File: src/rtl/cache_fill_ctrl_pkg.sv
`default_nettype none
// =====================================================================
// cache_fill_pkg : shared types and constants for the cache fill controller
// Rev 1.0
// =====================================================================
package cache_fill_pkg;

  localparam int WORD_BYTES          = 2;
  localparam int DEF_WORDS_PER_BLOCK = 8;
  localparam int WORD_IDX_BITS       = $clog2(DEF_WORDS_PER_BLOCK);
  localparam int BLOCK_OFFSET_BITS   = WORD_IDX_BITS + $clog2(WORD_BYTES);

  typedef logic [WORD_IDX_BITS-1:0] word_idx_t;

  typedef enum logic [1:0] {
    S_IDLE  = 2'd0,
    S_FILL  = 2'd1,
    S_DRAIN = 2'd2
  } fill_state_t;

endpackage
`default_nettype wire

File: src/rtl/cache_fill_ctrl_if.sv
`default_nettype none
// =====================================================================
// cache_fill_ctrl_if : miss request, memory read port and fill-array bus
// Rev 1.0
// =====================================================================
interface cache_fill_ctrl_if #(
  parameter int ADDR_WIDTH      = 16,
  parameter int WORDS_PER_BLOCK = 8
) ();

  logic                               miss_detected;
  logic [ADDR_WIDTH-1:0]              miss_address;
  logic                               fsm_busy;
  logic                               mem_en;
  logic                               mem_wr;
  logic [ADDR_WIDTH-1:0]              mem_addr;
  logic                               mem_data_valid;
  logic [15:0]                        mem_data_out;
  logic                               fill_we;
  logic [$clog2(WORDS_PER_BLOCK)-1:0] fill_word_idx;
  logic [15:0]                        fill_data;
  logic                               tag_we;

  modport master (
    input  miss_detected, miss_address, mem_data_valid, mem_data_out,
    output fsm_busy, mem_en, mem_wr, mem_addr, fill_we, fill_word_idx,
           fill_data, tag_we
  );

  modport slave (
    output miss_detected, miss_address, mem_data_valid, mem_data_out,
    input  fsm_busy, mem_en, mem_wr, mem_addr, fill_we, fill_word_idx,
           fill_data, tag_we
  );

endinterface
`default_nettype wire

File: src/rtl/cache_fill_ctrl_fill_counter.sv
`default_nettype none
// =====================================================================
// fill_counter : mod-WORDS word counter with start-offset add and terminal flag
// Rev 1.0
// =====================================================================
module fill_counter #(
  parameter int WORDS = 8,
  parameter int IDX_W = $clog2(WORDS)
) (
  input  wire              clk,
  input  wire              rst_n,
  input  wire              clr_i,
  input  wire              inc_i,
  input  wire  [IDX_W-1:0] start_i,
  output logic [IDX_W-1:0] idx_o,
  output logic             tc_o
);

  logic [IDX_W-1:0] cnt_q;

  always_ff @(posedge clk) begin
    if (!rst_n || clr_i) begin
      cnt_q <= '0;
    end else if (inc_i) begin
      cnt_q <= cnt_q + IDX_W'(1);
    end
  end

  // WORDS is a power of two, so the truncating add is the modulo wrap
  assign idx_o = start_i + cnt_q;
  assign tc_o  = (cnt_q == IDX_W'(WORDS - 1));

endmodule
`default_nettype wire

File: src/rtl/cache_fill_ctrl.sv
`default_nettype none
// =====================================================================
// cache_fill_ctrl : pipelined cache-block fill from multicycle memory
// Option macro: CACHE_FILL_CRITICAL_WORD_FIRST_EN   Rev 1.0
// =====================================================================
module cache_fill_ctrl
  import cache_fill_pkg::*;
#(
  parameter int ADDR_WIDTH      = 16,
  parameter int WORDS_PER_BLOCK = DEF_WORDS_PER_BLOCK
) (
  input  wire               clk,
  input  wire               rst_n,
  cache_fill_ctrl_if.master bus
);

  localparam int IDX_W = $clog2(WORDS_PER_BLOCK);
  localparam int OFF_W = IDX_W + $clog2(WORD_BYTES);
  localparam int BLK_W = ADDR_WIDTH - OFF_W;

  fill_state_t      state_q;
  logic             busy_q;
  logic             mem_en_q;
  logic [BLK_W-1:0] blk_q;
  logic [IDX_W-1:0] start_off;
  logic [IDX_W-1:0] iss_idx;
  logic [IDX_W-1:0] ret_idx;
  logic             iss_tc;
  logic             ret_tc;
  logic             ret_fire;
  logic             ret_last;
  logic             unused_addr;

`ifdef CACHE_FILL_CRITICAL_WORD_FIRST_EN
  logic [IDX_W-1:0] start_q;
  assign start_off = start_q;
`else
  assign start_off = '0;
`endif

  assign ret_fire    = (state_q != S_IDLE) && bus.mem_data_valid;
  assign ret_last    = ret_fire && ret_tc;
  assign unused_addr = ^bus.miss_address[OFF_W-1:0];

  fill_counter #(.WORDS(WORDS_PER_BLOCK)) u_issue_cnt (
    .clk     (clk),
    .rst_n   (rst_n),
    .clr_i   (state_q == S_IDLE),
    .inc_i   (state_q == S_FILL),
    .start_i (start_off),
    .idx_o   (iss_idx),
    .tc_o    (iss_tc)
  );

  fill_counter #(.WORDS(WORDS_PER_BLOCK)) u_return_cnt (
    .clk     (clk),
    .rst_n   (rst_n),
    .clr_i   (state_q == S_IDLE),
    .inc_i   (ret_fire),
    .start_i (start_off),
    .idx_o   (ret_idx),
    .tc_o    (ret_tc)
  );

  always_ff @(posedge clk) begin
    if (!rst_n) begin
      state_q  <= S_IDLE;
      busy_q   <= 1'b0;
      mem_en_q <= 1'b0;
      blk_q    <= '0;
`ifdef CACHE_FILL_CRITICAL_WORD_FIRST_EN
      start_q  <= '0;
`endif
    end else begin
      case (state_q)
        S_IDLE: begin
          if (bus.miss_detected) begin
            state_q  <= S_FILL;
            busy_q   <= 1'b1;
            mem_en_q <= 1'b1;
            blk_q    <= bus.miss_address[ADDR_WIDTH-1:OFF_W];
`ifdef CACHE_FILL_CRITICAL_WORD_FIRST_EN
            start_q  <= bus.miss_address[OFF_W-1:OFF_W-IDX_W];
`endif
          end
        end
        S_FILL: begin
          if (iss_tc) begin
            state_q  <= S_DRAIN;
            mem_en_q <= 1'b0;
          end
          // only reachable with a zero-latency memory; still must close cleanly
          if (ret_last) begin
            state_q  <= S_IDLE;
            busy_q   <= 1'b0;
            mem_en_q <= 1'b0;
          end
        end
        S_DRAIN: begin
          if (ret_last) begin
            state_q <= S_IDLE;
            busy_q  <= 1'b0;
          end
        end
        default: begin
          state_q  <= S_IDLE;
          busy_q   <= 1'b0;
          mem_en_q <= 1'b0;
        end
      endcase
    end
  end

  // A low rst_n silences every strobe in its own cycle, not just after the edge
  assign bus.fsm_busy      = rst_n & busy_q;
  assign bus.mem_en        = rst_n & mem_en_q;
  assign bus.mem_wr        = 1'b0;
  assign bus.mem_addr      = (rst_n & mem_en_q) ? {blk_q, iss_idx, {(OFF_W-IDX_W){1'b0}}}
                                                : '0;
  assign bus.fill_we       = rst_n & ret_fire;
  assign bus.fill_word_idx = (rst_n & ret_fire) ? ret_idx : '0;
  assign bus.fill_data     = bus.mem_data_out;
  assign bus.tag_we        = rst_n & ret_last;

endmodule
`default_nettype wire

File: src/flat_wrapper.sv
// flat-port wrapper written by rule: the top's interface ports become plain ports
module cache_fill_ctrl_flat import cache_fill_pkg::*;
#(
  parameter int ADDR_WIDTH      = 16,
  parameter int WORDS_PER_BLOCK = DEF_WORDS_PER_BLOCK
)
  (clk, rst_n, bus_miss_detected, bus_miss_address, bus_mem_data_valid, bus_mem_data_out, bus_fsm_busy, bus_mem_en, bus_mem_wr, bus_mem_addr, bus_fill_we, bus_fill_word_idx, bus_fill_data, bus_tag_we);
  cache_fill_ctrl_if #(.ADDR_WIDTH(ADDR_WIDTH), .WORDS_PER_BLOCK(WORDS_PER_BLOCK)) bus_i ();
  input  wire clk;
  input  wire rst_n;
  input wire logic [$bits(bus_i.miss_detected)-1:0] bus_miss_detected;
  input wire logic [$bits(bus_i.miss_address)-1:0] bus_miss_address;
  input wire logic [$bits(bus_i.mem_data_valid)-1:0] bus_mem_data_valid;
  input wire logic [$bits(bus_i.mem_data_out)-1:0] bus_mem_data_out;
  output wire logic [$bits(bus_i.fsm_busy)-1:0] bus_fsm_busy;
  output wire logic [$bits(bus_i.mem_en)-1:0] bus_mem_en;
  output wire logic [$bits(bus_i.mem_wr)-1:0] bus_mem_wr;
  output wire logic [$bits(bus_i.mem_addr)-1:0] bus_mem_addr;
  output wire logic [$bits(bus_i.fill_we)-1:0] bus_fill_we;
  output wire logic [$bits(bus_i.fill_word_idx)-1:0] bus_fill_word_idx;
  output wire logic [$bits(bus_i.fill_data)-1:0] bus_fill_data;
  output wire logic [$bits(bus_i.tag_we)-1:0] bus_tag_we;
  assign bus_i.miss_detected = bus_miss_detected;
  assign bus_i.miss_address = bus_miss_address;
  assign bus_i.mem_data_valid = bus_mem_data_valid;
  assign bus_i.mem_data_out = bus_mem_data_out;
  assign bus_fsm_busy = bus_i.fsm_busy;
  assign bus_mem_en = bus_i.mem_en;
  assign bus_mem_wr = bus_i.mem_wr;
  assign bus_mem_addr = bus_i.mem_addr;
  assign bus_fill_we = bus_i.fill_we;
  assign bus_fill_word_idx = bus_i.fill_word_idx;
  assign bus_fill_data = bus_i.fill_data;
  assign bus_tag_we = bus_i.tag_we;
  cache_fill_ctrl #(.ADDR_WIDTH(ADDR_WIDTH), .WORDS_PER_BLOCK(WORDS_PER_BLOCK)) u_core (.clk(clk), .rst_n(rst_n), .bus(bus_i));
endmodule
File: config.mk
export PLATFORM = sky130hd
export DESIGN_NAME = cache_fill_ctrl_flat
export DESIGN_NICKNAME = d
export VERILOG_FILES = /design/src/rtl/cache_fill_ctrl_pkg.sv /design/src/rtl/cache_fill_ctrl_if.sv /design/src/rtl/cache_fill_ctrl_fill_counter.sv /design/src/rtl/cache_fill_ctrl.sv /design/src/flat_wrapper.sv
export SDC_FILE = /design/constraint.sdc
export NUM_CORES = 1
export LEC_CHECK = 0
export CORE_ASPECT_RATIO = 0.75
export CORE_MARGIN = 1.5
export CORE_UTILIZATION = 38
export DETAILED_ROUTE_END_ITERATION = 16
export PLACE_DENSITY = 0.79
export SKIP_CTS_REPAIR_TIMING = 1
export SYNTH_ARGS = -nofsm -noshare
export SYNTH_HDL_FRONTEND = slang
export SYNTH_HIERARCHICAL = 1
export SYNTH_SLANG_ARGS = --single-unit
export TNS_END_PERCENT = 100
File: constraint.sdc
create_clock -name clk -period 2.05 [get_ports clk]
set_input_delay 0.41 -clock clk [delete_from_list [all_inputs] [get_ports clk]]
set_output_delay 0.41 -clock clk [all_outputs]
set_load 0.01 [all_outputs]
==> results_dict.tcl <==
set metrics [dict create \
    htree_levels 1 \
    cts-buffers-inserted 3 \
    slew_violations 0 \
    clk-insertion-delay-late_ns 0.26 \
    yosysSeqAreaShare 0.324 \
    antenna_found_initial 0 \
    post-route-period-util 0.950 \
    r2r_end "u_core/mem_en_q" \
    yosys-top-cells-area "dfxtp_1 32%, buf_4 11%, ha_1 9.2%, and3_1 8.8%, nand2_1 8.3%" \
    grt.overflow.total 0 \
    fmax_mhz 514 \
    drtPass1Iterations 4 \
    layout_commonest_cell "nand2_1" \
    diodes 0 \
    ant_nets 0 \
    dieArea_sq_um 3940 \
    fp.coreArea_sq_um 3360 \
    wl_per_cell_um 12.3 \
    worstRegToRegCells 7 \
    yosys_warnings 6 \
    synthCells 161 \
    worstSetupPathType "register to output pin" \
    yosys.area.top_type "dfxtp_1" \
    endpoint "bus_mem_addr[1]" \
    startpoint_type "register" \
    synthArstFlopShare 0 \
    timing.rr.start "u_core/state_q[0]" \
    p_total_mw 1.27 \
    syn_area_sq_um 1360 \
    critPathMaxFanout 3 \
    place_area_sq_um 1720 \
    vias 1135 \
    hold_ws_ns 0.455 \
    fin_util 0.553 \
    end_kind "output pin" \
    area_growth_syn_to_layout_pct 36.8 \
    portBuffers 37 \
    setup_viol 0 \
    period_needed_ns 1.95 \
    synth_cell_types 24 \
    clock-sinks 22 \
    fin_nets 244 \
    design_area_sq_um 1860 \
    p_seq_frac 0.403 \
    synth_edf_count 0 \
    synth_ff_type "dfxtp_1" \
    grt_usage 0.146 \
    hold_viol 0 \
    drt-vias-per-instance 4.83 \
    syn_avg_cell_area_sq_um 8.43 \
    tns_ns 0 \
    fin_worst_skew_ns 0.00135 \
    status "finished, final reports clean" \
    ios 76 \
    drive_gt1_frac 0.118 \
    totalWireLength_mm 2.90 \
    drt_iter0_drc 14 \
    grt_pass1_wl_mm 4.38 \
    irDropWorstVdd_mv 0.471 \
    die_h_um 54.8 \
    swShare 0.307 \
    drv_cap 0 \
    std_cell_rows 18 \
    worstPathRequired_ns 1.64 \
    crit_start "u_core/u_issue_cnt/cnt_q[0]" \
    ys_seq_elements 22 \
    synth_top_area_frac 0.324 \
    clock_path_buffers 2 \
    cts_tree "yes" \
    die_w_um 72.0 \
    leakagePower_nw 1.11 \
    p_sw_uw 389 \
    clk_pin_slew_worst_paths_ns 0.07 \
    rsz0062_at_grt "false" \
    worstPathArrival_ns 1.54 \
    power.density_nw_per_um2 681 \
    pwr-share-comb 0.356 \
    p_clk_frac 0.241 \
    grt_start_max_net_pins 27 \
    drc 0 \
    mostFrequentLayoutCells "30 x nand2_1, 21 x clkdlybuf4s50_1, 21 x dfxtp_1" \
    place.gp.congestion 0.730 \
    dp_hpwl_mm 1.97 \
    hp-class "register to register" \
    clock-root-buffer "clkbuf_8" \
    initial_core_util 0.405 \
    reg2reg_slack_ns 0.62 \
    grt_pass1_vias 1011 \
    intPower_uw 876 \
]
==> worst min-delay path by stage <==
stage | slack [ns] | end | cells past startpoint | startpoint
2_1_floorplan | 0.43 | u_core/blk_q[10] | 2 | u_core/blk_q[10]
3_3_place_gp | 0.44 | u_core/blk_q[9] | 2 | u_core/blk_q[9]
3_5_place_dp | 0.44 | u_core/blk_q[10] | 2 | u_core/blk_q[10]
4_1_cts | 0.45 | u_core/blk_q[10] | 2 | u_core/blk_q[10]
5_1_grt | 0.47 | u_core/blk_q[9] | 2 | u_core/blk_q[9]
6_report | 0.46 | u_core/blk_q[8] | 2 | u_core/blk_q[8]
==> power by group through the flow <==
| stage | sequential, mW | clock (mW) | combinational [mW] |
|---|---|---|---|
| after global routing | 0.518 | 0.331 | 0.500 |
| after CTS | 0.506 | 0.317 | 0.434 |
| after global placement | 0.514 | 0 | 0.424 |
| after floorplan | 0.507 | 0 | 0.311 |
| final | 0.510 | 0.304 | 0.451 |
| after detailed placement | 0.516 | 0 | 0.430 |
==> metal layers <==
metal / wire length, um / global-route usage / up-vias
met4: 23 / 0.0377 / 0
met2: 1340 / 0.256 / 37
met3: 221 / 0.0663 / 4
met1: 1310 / 0.166 / 520
li1: - / - / 574
met5: 0 / 0 / -
==> worst max-delay path: stages, from the launching register on <==
cell and delay, ns:
dfxtp_1 0.35, ha_1 0.27, and3_1 0.18, clkdlybuf4s50_1 0.47
==> through the flow <==
step | cells | worst slack (ns)
CTS | 232 | -0.258
global route | 235 | 0.0233
detailed placement | 228 | -0.167
floorplan | 168 | 0.415
global placement | 228 | -0.150
finish | 235 | 0.103
==> area by class of cell <==
cell class,count,area [sq um]
timing repair buffer,47,528
fill,322,1500
inverter,3,11.3
tap,40,50.0
multi-input combinational,119,771
clock buffer,4,55.1
sequential,22,442
==> Yosys cell counts, types with 3 or more instances <==
cell and n:
nor2_1 9, xnor2_1 6, nand2_1 30, and2_1 3, ha_1 10, a21oi_1 14
clkbuf_1 4, mux2i_1 5, nand2b_1 3, inv_1 3, and3_1 19, buf_4 19
dfxtp_1 22
==> cell families (layout without fill, tap and decap cells) <==
kind of cell / Yosys count / count (layout) / share of synthesized area
xor gates and xnor gates: 6 / 6 / 0.0387
muxes: 5 / 5 / 0.0369
DFF: 22 / 22 / 0.324
adders and majority gates: 12 / 12 / 0.122
other: 1 / 8 / 0.00276
AOI/OAI and AO/OA: 19 / 19 / 0.0894
buffers and inverters: 27 / 54 / 0.128
and+or+nand+nor: 69 / 69 / 0.258
==> state kept, by name (all words and copies together), names as in the netlist <==
signal                     cells
u_core/blk_q                  12
u_core/u_issue_cnt/cnt_q       3
u_core/busy_q                  1
u_core/mem_en_q                1
u_core/u_return_cnt/cnt_q      3
u_core/state_q                 2
No activity file was read; power rests on OpenSTA's default activity.
